===== config.mk =====
export PLATFORM = sky130hd
export DESIGN_NAME = imp_gate_former
export DESIGN_NICKNAME = d
export VERILOG_FILES = /design/src/rtl/imp_pkg.sv /design/src/rtl/imp_gate_former_tick_sync_edge.sv /design/src/rtl/imp_gate_former.sv
export SDC_FILE = /design/constraint.sdc
export NUM_CORES = 1
export LEC_CHECK = 0
export CELL_PAD_IN_SITES_DETAIL_PLACEMENT = 0
export CELL_PAD_IN_SITES_GLOBAL_PLACEMENT = 1
export CORE_MARGIN = 1
export CORE_UTILIZATION = 47
export DETAILED_ROUTE_END_ITERATION = 10
export PLACE_DENSITY_LB_ADDON = 0.1
export REMOVE_ABC_BUFFERS = 1
export SYNTH_ARGS = -nofsm -noshare
export SYNTH_HDL_FRONTEND = slang
export SYNTH_HIERARCHICAL = 1
export SYNTH_SLANG_ARGS = --single-unit
export TNS_END_PERCENT = 5

===== constraint.sdc =====
create_clock -name clk -period 10.82 [get_ports clk]
set_input_delay 2.164 -clock clk [delete_from_list [all_inputs] [get_ports clk]]
set_output_delay 2.164 -clock clk [all_outputs]
set_load 0.01 [all_outputs]

===== src/rtl/imp_pkg.sv =====
// Shared definitions for the impulse delay / gate-forming chain:
// FSM state encoding, default widths and the tick edge pattern.
package imp_pkg;

   localparam int DEF_W_TICK = 16;
   localparam int DEF_W_CNT  = 8;

   // Oldest..newest across the last three sync flops: low, low, high.
   localparam logic [2:0] TICK_PAT = 3'b001;

   typedef enum logic [1:0] {
      IDLE = 2'd0,
      HIGH = 2'd1,
      LOW  = 2'd2,
      FIN  = 2'd3
   } state_t;

endpackage


===== src/rtl/imp_gate_former_tick_sync_edge.sv =====
// Synchronizes the asynchronous tus tick train and emits one-clock tick.
// Ports: clk, rst_n (sync, active-low), tus (async in), tick (strobe out).
module tick_sync_edge
   import imp_pkg::*;
#(
   parameter int SYNC_STAGES = 3
) (
   input  logic clk,
   input  logic rst_n,
   input  logic tus,
   output logic tick
);

   // sync[0] is the first capture flop, sync[SYNC_STAGES-1] the oldest.
   logic [SYNC_STAGES-1:0] sync;

   always_ff @(posedge clk) begin
      if (!rst_n) begin
         sync <= '0;
      end else begin
         sync <= {sync[SYNC_STAGES-2:0], tus};
      end
   end

   // Two low samples followed by a high one: exactly one strobe per rise.
   assign tick = ({sync[SYNC_STAGES-1],
                   sync[SYNC_STAGES-2],
                   sync[SYNC_STAGES-3]} == TICK_PAT);

endmodule


===== src/rtl/imp_gate_former.sv =====
// Turns a delayed impulse edge into a burst of tick-timed gate pulses.
// Ports: clk, rst_n (sync, active-low), i_imp (level), tus (async ticks),
//   cfg_width/cfg_period (ticks), cfg_count (pulses), cfg_clr_err (strobe),
//   o_gate (registered gate), o_busy, o_done (1-clk), o_err (sticky).
module imp_gate_former
   import imp_pkg::*;
#(
   parameter int W_TICK      = DEF_W_TICK,
   parameter int W_CNT       = DEF_W_CNT,
   parameter int SYNC_STAGES = 3
) (
   input  logic              clk,
   input  logic              rst_n,
   input  logic              i_imp,
   input  logic              tus,
   input  logic [W_TICK-1:0] cfg_width,
   input  logic [W_TICK-1:0] cfg_period,
   input  logic [W_CNT-1:0]  cfg_count,
   input  logic              cfg_clr_err,
   output logic              o_gate,
   output logic              o_busy,
   output logic              o_done,
   output logic              o_err
);

   localparam logic [W_TICK-1:0] ONE_T = W_TICK'(1);
   localparam logic [W_CNT-1:0]  ONE_C = W_CNT'(1);

   logic              tick;
   logic              imp_q;
   logic              trig;
   state_t            state;
   state_t            state_n;
   logic [W_TICK-1:0] width_s;
   logic [W_TICK-1:0] low_s;
   logic [W_CNT-1:0]  count_s;
   logic [W_TICK-1:0] tick_cnt;
   logic [W_TICK-1:0] tick_cnt_n;
   logic [W_CNT-1:0]  pulse_cnt;
   logic [W_CNT-1:0]  pulse_cnt_n;

   tick_sync_edge #(
      .SYNC_STAGES (SYNC_STAGES)
   ) u_sync (
      .clk   (clk),
      .rst_n (rst_n),
      .tus   (tus),
      .tick  (tick)
   );

   // Only the rising edge of the strobe level starts anything.
   assign trig = i_imp & ~imp_q;

   always_comb begin
      state_n     = state;
      tick_cnt_n  = tick_cnt;
      pulse_cnt_n = pulse_cnt;
      unique case (state)
         IDLE: begin
            if (trig) begin
               tick_cnt_n  = '0;
               pulse_cnt_n = '0;
               if ((cfg_width != '0) && (cfg_count != '0)) begin
                  state_n = HIGH;
               end else begin
                  state_n = FIN;
               end
            end
         end
         HIGH: begin
            if (tick) begin
               if (tick_cnt == width_s - ONE_T) begin
                  tick_cnt_n = '0;
                  if (pulse_cnt == count_s - ONE_C) begin
                     state_n = FIN;
                  end else begin
                     state_n     = LOW;
                     pulse_cnt_n = pulse_cnt + ONE_C;
                  end
               end else begin
                  tick_cnt_n = tick_cnt + ONE_T;
               end
            end
         end
         LOW: begin
            if (tick) begin
               if (tick_cnt == low_s - ONE_T) begin
                  state_n    = HIGH;
                  tick_cnt_n = '0;
               end else begin
                  tick_cnt_n = tick_cnt + ONE_T;
               end
            end
         end
         FIN: begin
            state_n = IDLE;
         end
         default: begin
            state_n = IDLE;
         end
      endcase
   end

   always_ff @(posedge clk) begin
      if (!rst_n) begin
         state     <= IDLE;
         imp_q     <= 1'b0;
         tick_cnt  <= '0;
         pulse_cnt <= '0;
         width_s   <= '0;
         low_s     <= '0;
         count_s   <= '0;
         o_gate    <= 1'b0;
         o_busy    <= 1'b0;
         o_done    <= 1'b0;
         o_err     <= 1'b0;
      end else begin
         state     <= state_n;
         imp_q     <= i_imp;
         tick_cnt  <= tick_cnt_n;
         pulse_cnt <= pulse_cnt_n;
         // Config is frozen for the whole burst; low length is
         // precomputed so a too-short period still gives one low tick.
         if ((state == IDLE) && trig) begin
            width_s <= cfg_width;
            count_s <= cfg_count;
            if (cfg_period > cfg_width) begin
               low_s <= cfg_period - cfg_width;
            end else begin
               low_s <= ONE_T;
            end
         end
         o_gate <= (state_n == HIGH);
         o_busy <= (state_n == HIGH) || (state_n == LOW);
         o_done <= (state_n == FIN);
         // A retrigger outranks a simultaneous clear.
         if (trig && (state != IDLE)) begin
            o_err <= 1'b1;
         end else if (cfg_clr_err) begin
            o_err <= 1'b0;
         end
      end
   end

endmodule


# Word-level counts from Yosys, hierarchy flattened
# Index checks and enable logic that the tools add are counted.
[op_classes]
magnitude_cmp = 1
bitwise_logic = 2
add_sub_neg = 6
reduce_logical = 13
mux = 22
n_eq_ne = 15
[op_table]
columns = ["op", "n"]
rows = [
  ["$mux W16", 6],
  ["$pmux W16 S3", 1],
  ["$eq A16 B16 Y1", 2],
  ["$mux W8", 4],
  ["$sub A16 B1 Y16 const B", 2],
  ["$add A16 B1 Y16 const B", 1],
  ["$gt A16 B16 Y1", 1],
  ["$pmux W8 S2", 1],
  ["$reduce_bool A16 Y1", 1],
  ["$sub A16 B16 Y16", 1],
  ["$mux W2", 6],
  ["$ne A2 B2 Y1 const B", 5],
  ["$add A8 B1 Y8 const B", 1],
  ["$eq A2 B2 Y1 const B", 4],
  ["$eq A8 B8 Y1", 1],
  ["$pmux W2 S4", 1],
  ["$reduce_bool A8 Y1", 1],
  ["$sub A8 B1 Y8 const B", 1],
  ["$reduce_bool A2 Y1", 3],
  ["$reduce_and A5 Y1", 1],
  ["$eq A2 B1 Y1 const B", 2],
  ["$reduce_and A4 Y1", 1],
  ["$eq A3 B1 Y1 const B", 1],
  ["$logic_and A1 B1 Y1", 3],
  ["6 further kinds", 8],
]
[totals]
regBits = 74
output_inout_bits = 4
inputBits = 45
word_cells = 71

# Depth between registers and ports, before layout
[depth]
word_depth = 8
ltp_mapped = 13
mapped_depth_nobuf = 12

# By module
# Netlist, hierarchy kept.
[by_module_without_submodules]
columns = ["mod", "n_inst", "cells_per_inst", "seq_area_each_um2", "area_per_inst_um2"]
rows = [
  ["imp_gate_former", 1, 686, 1421.4, 5251.3],
  ["tick_sync_edge", 1, 7, 60.1, 92.6],
]

# Least setup slack after synthesis
# Ideal clock, no wire load.
[synth_timing]
path_type = "input port to flip-flop"
start = "input port cfg_period[0]"
end = "register low_s[10]"
required_ps = 10692
path_stages = 12
slack_ps = 5908
path_buffers = 1
t_arrival_ps = 4784
setup_time_ps = 128
cell_sequence = "inv_1 > ha_1 > inv_1 > fa_1 > a211o_1 > a211o_1 > a2111oi_0 > o31ai_1 > o41a_1 > clkbuf_1 > a22oi_1 > nor2_1"
[synth_via]
elab_chain_len = 2
word_cells_on_any_way = 3
classes_between = "1 x add/sub; 1 x order compare; 1 x mux"
[synth_lines]
columns = ["element", "line_no", "source"]
rows = [
  ["start: declaration", "imp_gate_former.sv:17", "input logic [W_TICK-1:0] cfg_period,"],
  ["$sub A16 B16 Y16 or $gt A16 B16 Y1 (tied branches)", "imp_gate_former.sv:128, imp_gate_former.sv:127", ""],
  ["$mux W16 (*)", "imp_gate_former.sv:127", "if (cfg_period > cfg_width) begin"],
  ["end signal: assignment", "imp_gate_former.sv:128", "low_s <= cfg_period - cfg_width;"],
  ["end: declaration", "imp_gate_former.sv:35", "logic [W_TICK-1:0] low_s;"],
]
# Every way passes the cells marked *; elsewhere a longest branch is shown, timed or not.
# A chain may end at the register's enable or synchronous reset.

# Worst setup path after layout
[layout_timing]
start = "input port cfg_width[0]"
end = "register low_s[6]"
[layout_via]
elab_chain_len = 2
word_cells_on_any_way = 3
classes_between = "1 x add/sub; 1 x order compare; 1 x mux"
[layout_lines]
columns = ["element", "line_no", "source"]
rows = [
  ["start: declaration", "imp_gate_former.sv:16", "input logic [W_TICK-1:0] cfg_width,"],
  ["$sub A16 B16 Y16 or $gt A16 B16 Y1 (tied branches)", "imp_gate_former.sv:128, imp_gate_former.sv:127", ""],
  ["$mux W16 (*)", "imp_gate_former.sv:127", ""],
]
# Marks and branches as above.

==> reports/metrics.cfg <==
[outcome]
status = complete, no violations

[critical_path]
r2r_slack_ps = 6890
slowest_stage = o41a_1
cp-end-kind = flop
cp_cell_sequence = clkdlybuf4s50_1 -> ha_1 -> inv_1 -> fa_1 -> a211o_1 -> a211o_1 -> a2111oi_0 -> o31ai_1 -> o41a_1 -> a32oi_1 -> nor2_1
cp.required_ps = 11020
cp_data_arrival_time_ps = 5610
startpoint_type = primary input
max_stage_delay_ps = 570
critPathLaunch = cfg_width[0]
r2r_start = low_s[2]
crit_top_cell = a211o_1
path_max_fanout = 16
crit_type = primary input to flop

[floorplan]
rows = 38
design.portCount = 49
chipWidth_um = 109
start_util = 0.489
core_um2 = 10900
dieHeight_um = 109
die_area_um2 = 11800

[place]
place_hpwl_mm = 10.7
dp.cells = 852
globalplace.congestion = 0.862
port_buffers = 48

[finish]
final_common_cell = nand2_1
final_cells = 866
area.growth.synth_to_final_pct = 15.7
seq_area_um2 = 1480
final_layout_size_suffix_gt1_frac = 0.0441
num_antenna_cells = 0
final_cell_mix = 90 x nand2_1, 74 x dfxtp_1, 50 x a21oi_1
multi_input_area_um2 = 3540
fillers = 1051
finalNetCount = 796

[sta]
fin_setup_tns_ps = 0
maxSlewHeadroom = 0.252
finalMaxSlewViolations = 0
report.final.setup_viol = 0
tightest_slew_ps = 1110
min_period_over_period = 0.500
hold_viol = 0
rsz0062_at_grt = false
period_needed_ps = 5410
fin_skew_ps = 7.48
fmax_mhz = 185

[drt]
dr.first_iter.drc_count = 327
wl_per_cell_um = 16.2
ant_nets = 0
drt-vias-per-instance = 5.82
wl_mm = 14.0
drc = 0
first_pass_iters = 8
dr_total_vias = 5041

[power]
ir_worst_vdd_mv = 0.124
p_per_area_nw_per_um2 = 171
p_leak_nw = 2.42

[global_route]
grt_overflow = 0
grt_pass1_vias = 4712
grt_max_degree = 46
antenna_found_initial = 0
grt_pass1_wl_mm = 23.1
grt_use_total = 0.251

[synthesis]
syn_inst = 693
synth-seq-area-share = 0.277
avgSynthCellArea_um2 = 7.71
ys_seq_elements = 74
synth_enable_flop_cells = 0
synth_ff_type = dfxtp_1
async_flop_share = 0
syn-cell-area_um2 = 5340
yosys_warnings = 6
synth_cell_types = 73

[min_path]
hp-class = flop to flop
holdCritStartpoint = u_sync/sync[0]

[cts]
cts_tree = built
clk_latency_ps = 340
postCtsResizedCells = 0
root_buffer = clkbuf_16
cts.path.max_buffers = 2
hold_buffers = 0
clk_pin_slew_ps = 60
post_cts_buffers = 0
numCtsBuffers = 9
cts.sinks = 74
cts_max_level = 3

[run]
max_cap_violations = 0

-- stage by stage --
stage / hold slack, ps / power [mW] / cell area [um2] / worst slack, ps / utilization
after floorplan: 419 / 0.630 / 5200 / 5930 / -
after global placement: 434 / 0.747 / 5890 / 5170 / 0.538
after detailed placement: 437 / 0.758 / 5890 / 5080 / 0.538
after CTS: 451 / 1.06 / 6180 / 5420 / 0.565
after global routing: 479 / 1.12 / 6180 / 5250 / 0.565
final: 445 / 1.05 / 6180 / 5410 / 0.565
-- sequential cells by signal, summed over array words and instances (netlist names) --
signal,cells
o_done,1
state,2
o_err,1
tick_cnt,16
imp_q,1
width_s,16
o_busy,1
u_sync/sync,3
low_s,16
pulse_cnt,8
o_gate,1
count_s,8
-- area by class of cell --
| cell class | instances | share of cell area |
|---|---|---|
| multi-input combinational | 538 | 0.573 |
| clock buffer | 11 | 0.0409 |
| clock inverter | 3 | 0.00648 |
| inverter | 48 | 0.0291 |
| tap | 140 | 0.0283 |
| sequential | 74 | 0.240 |
| timing repair buffer | 52 | 0.0826 |
-- routing by layer --
layer	vias up	GRT usage	share of wire
li1	2585	-	-
met3	24	0.0406	0.039
met2	96	0.389	0.44
met1	2336	0.342	0.49
met5	-	0	0
met4	0	0.106	0.028
-- synthesized netlist by cell type (3+ instances only) --
cell type   n  area (um2)
o22a_1      5        43.8
nand2_1    90         338
ha_1       27         338
clkbuf_1   28         105
a2111o_1    5        56.3
a32oi_1     3        26.3
xnor2_1    34         298
nand4_1     6        37.5
mux2i_1     3        30.0
a211o_1     4        35.0
a22o_1      4        35.0
o21ai_0    20         100
dfxtp_1    74        1480
o22ai_1     6        37.5
a2111oi_0   3        26.3
or2_2       4        25.0
nor2b_1     4        25.0
and2_1      7        43.8
o2111ai_1   7        61.3
xor2_1     19         166
nand3_1    26         130
o211ai_1    9        67.6
o31ai_1     6        45.0
o21a_1      5        37.5
inv_1      47         176
nor4_1     15        93.8
nand2b_1    6        37.5
nor2_1     44         165
or4_1       5        37.5
and3_1     16         100
nor3b_1     5        37.5
a211oi_1   15         113
a21oi_1    50         250
a31oi_1     7        43.8
a21o_1      5        37.5
a2bb2oi_1   5        43.8
a22oi_1    13        97.6
nor3_1     10        50.1
or3_1       7        43.8
nand3b_1    4        30.0
-- kinds of logic after synthesis --
family | share of synthesized area
adders and majority gates | 0.0670
buffers and inverters | 0.0602
DFF | 0.277
and+or+nand+nor | 0.246
muxes | 0.00983
AOI/OAI and AO/OA | 0.249
xor gates and xnor gates | 0.0913
-- path summary, 6_finish.rpt --
check / cells after the start / to
setup / recovery: 11 / low_s[6]
hold / removal: 1 / u_sync/sync[1]
setup reg to reg: 8 / tick_cnt[0]
hold reg to reg: 1 / u_sync/sync[1]
-- worst max-delay path: cells and delay by family --
kind,cells,cell delay (ps)
buffers and inverters,2,560
and+or+nand+nor,1,60
AOI/OAI and AO/OA,6,2210
adders and majority gates,2,600
-- report_power, final --
part / internal, mW / total (mW) / leakage (nW) / switching [mW]
Sequential: 0.302 / 0.339 / 0.602 / 0.0373
Combinational: 0.170 / 0.418 / 1.67 / 0.247
Clock: 0.187 / 0.298 / 0.147 / 0.110
Total: 0.660 / 1.05 / 2.42 / 0.395
No activity file was read; power rests on OpenSTA's default activity.
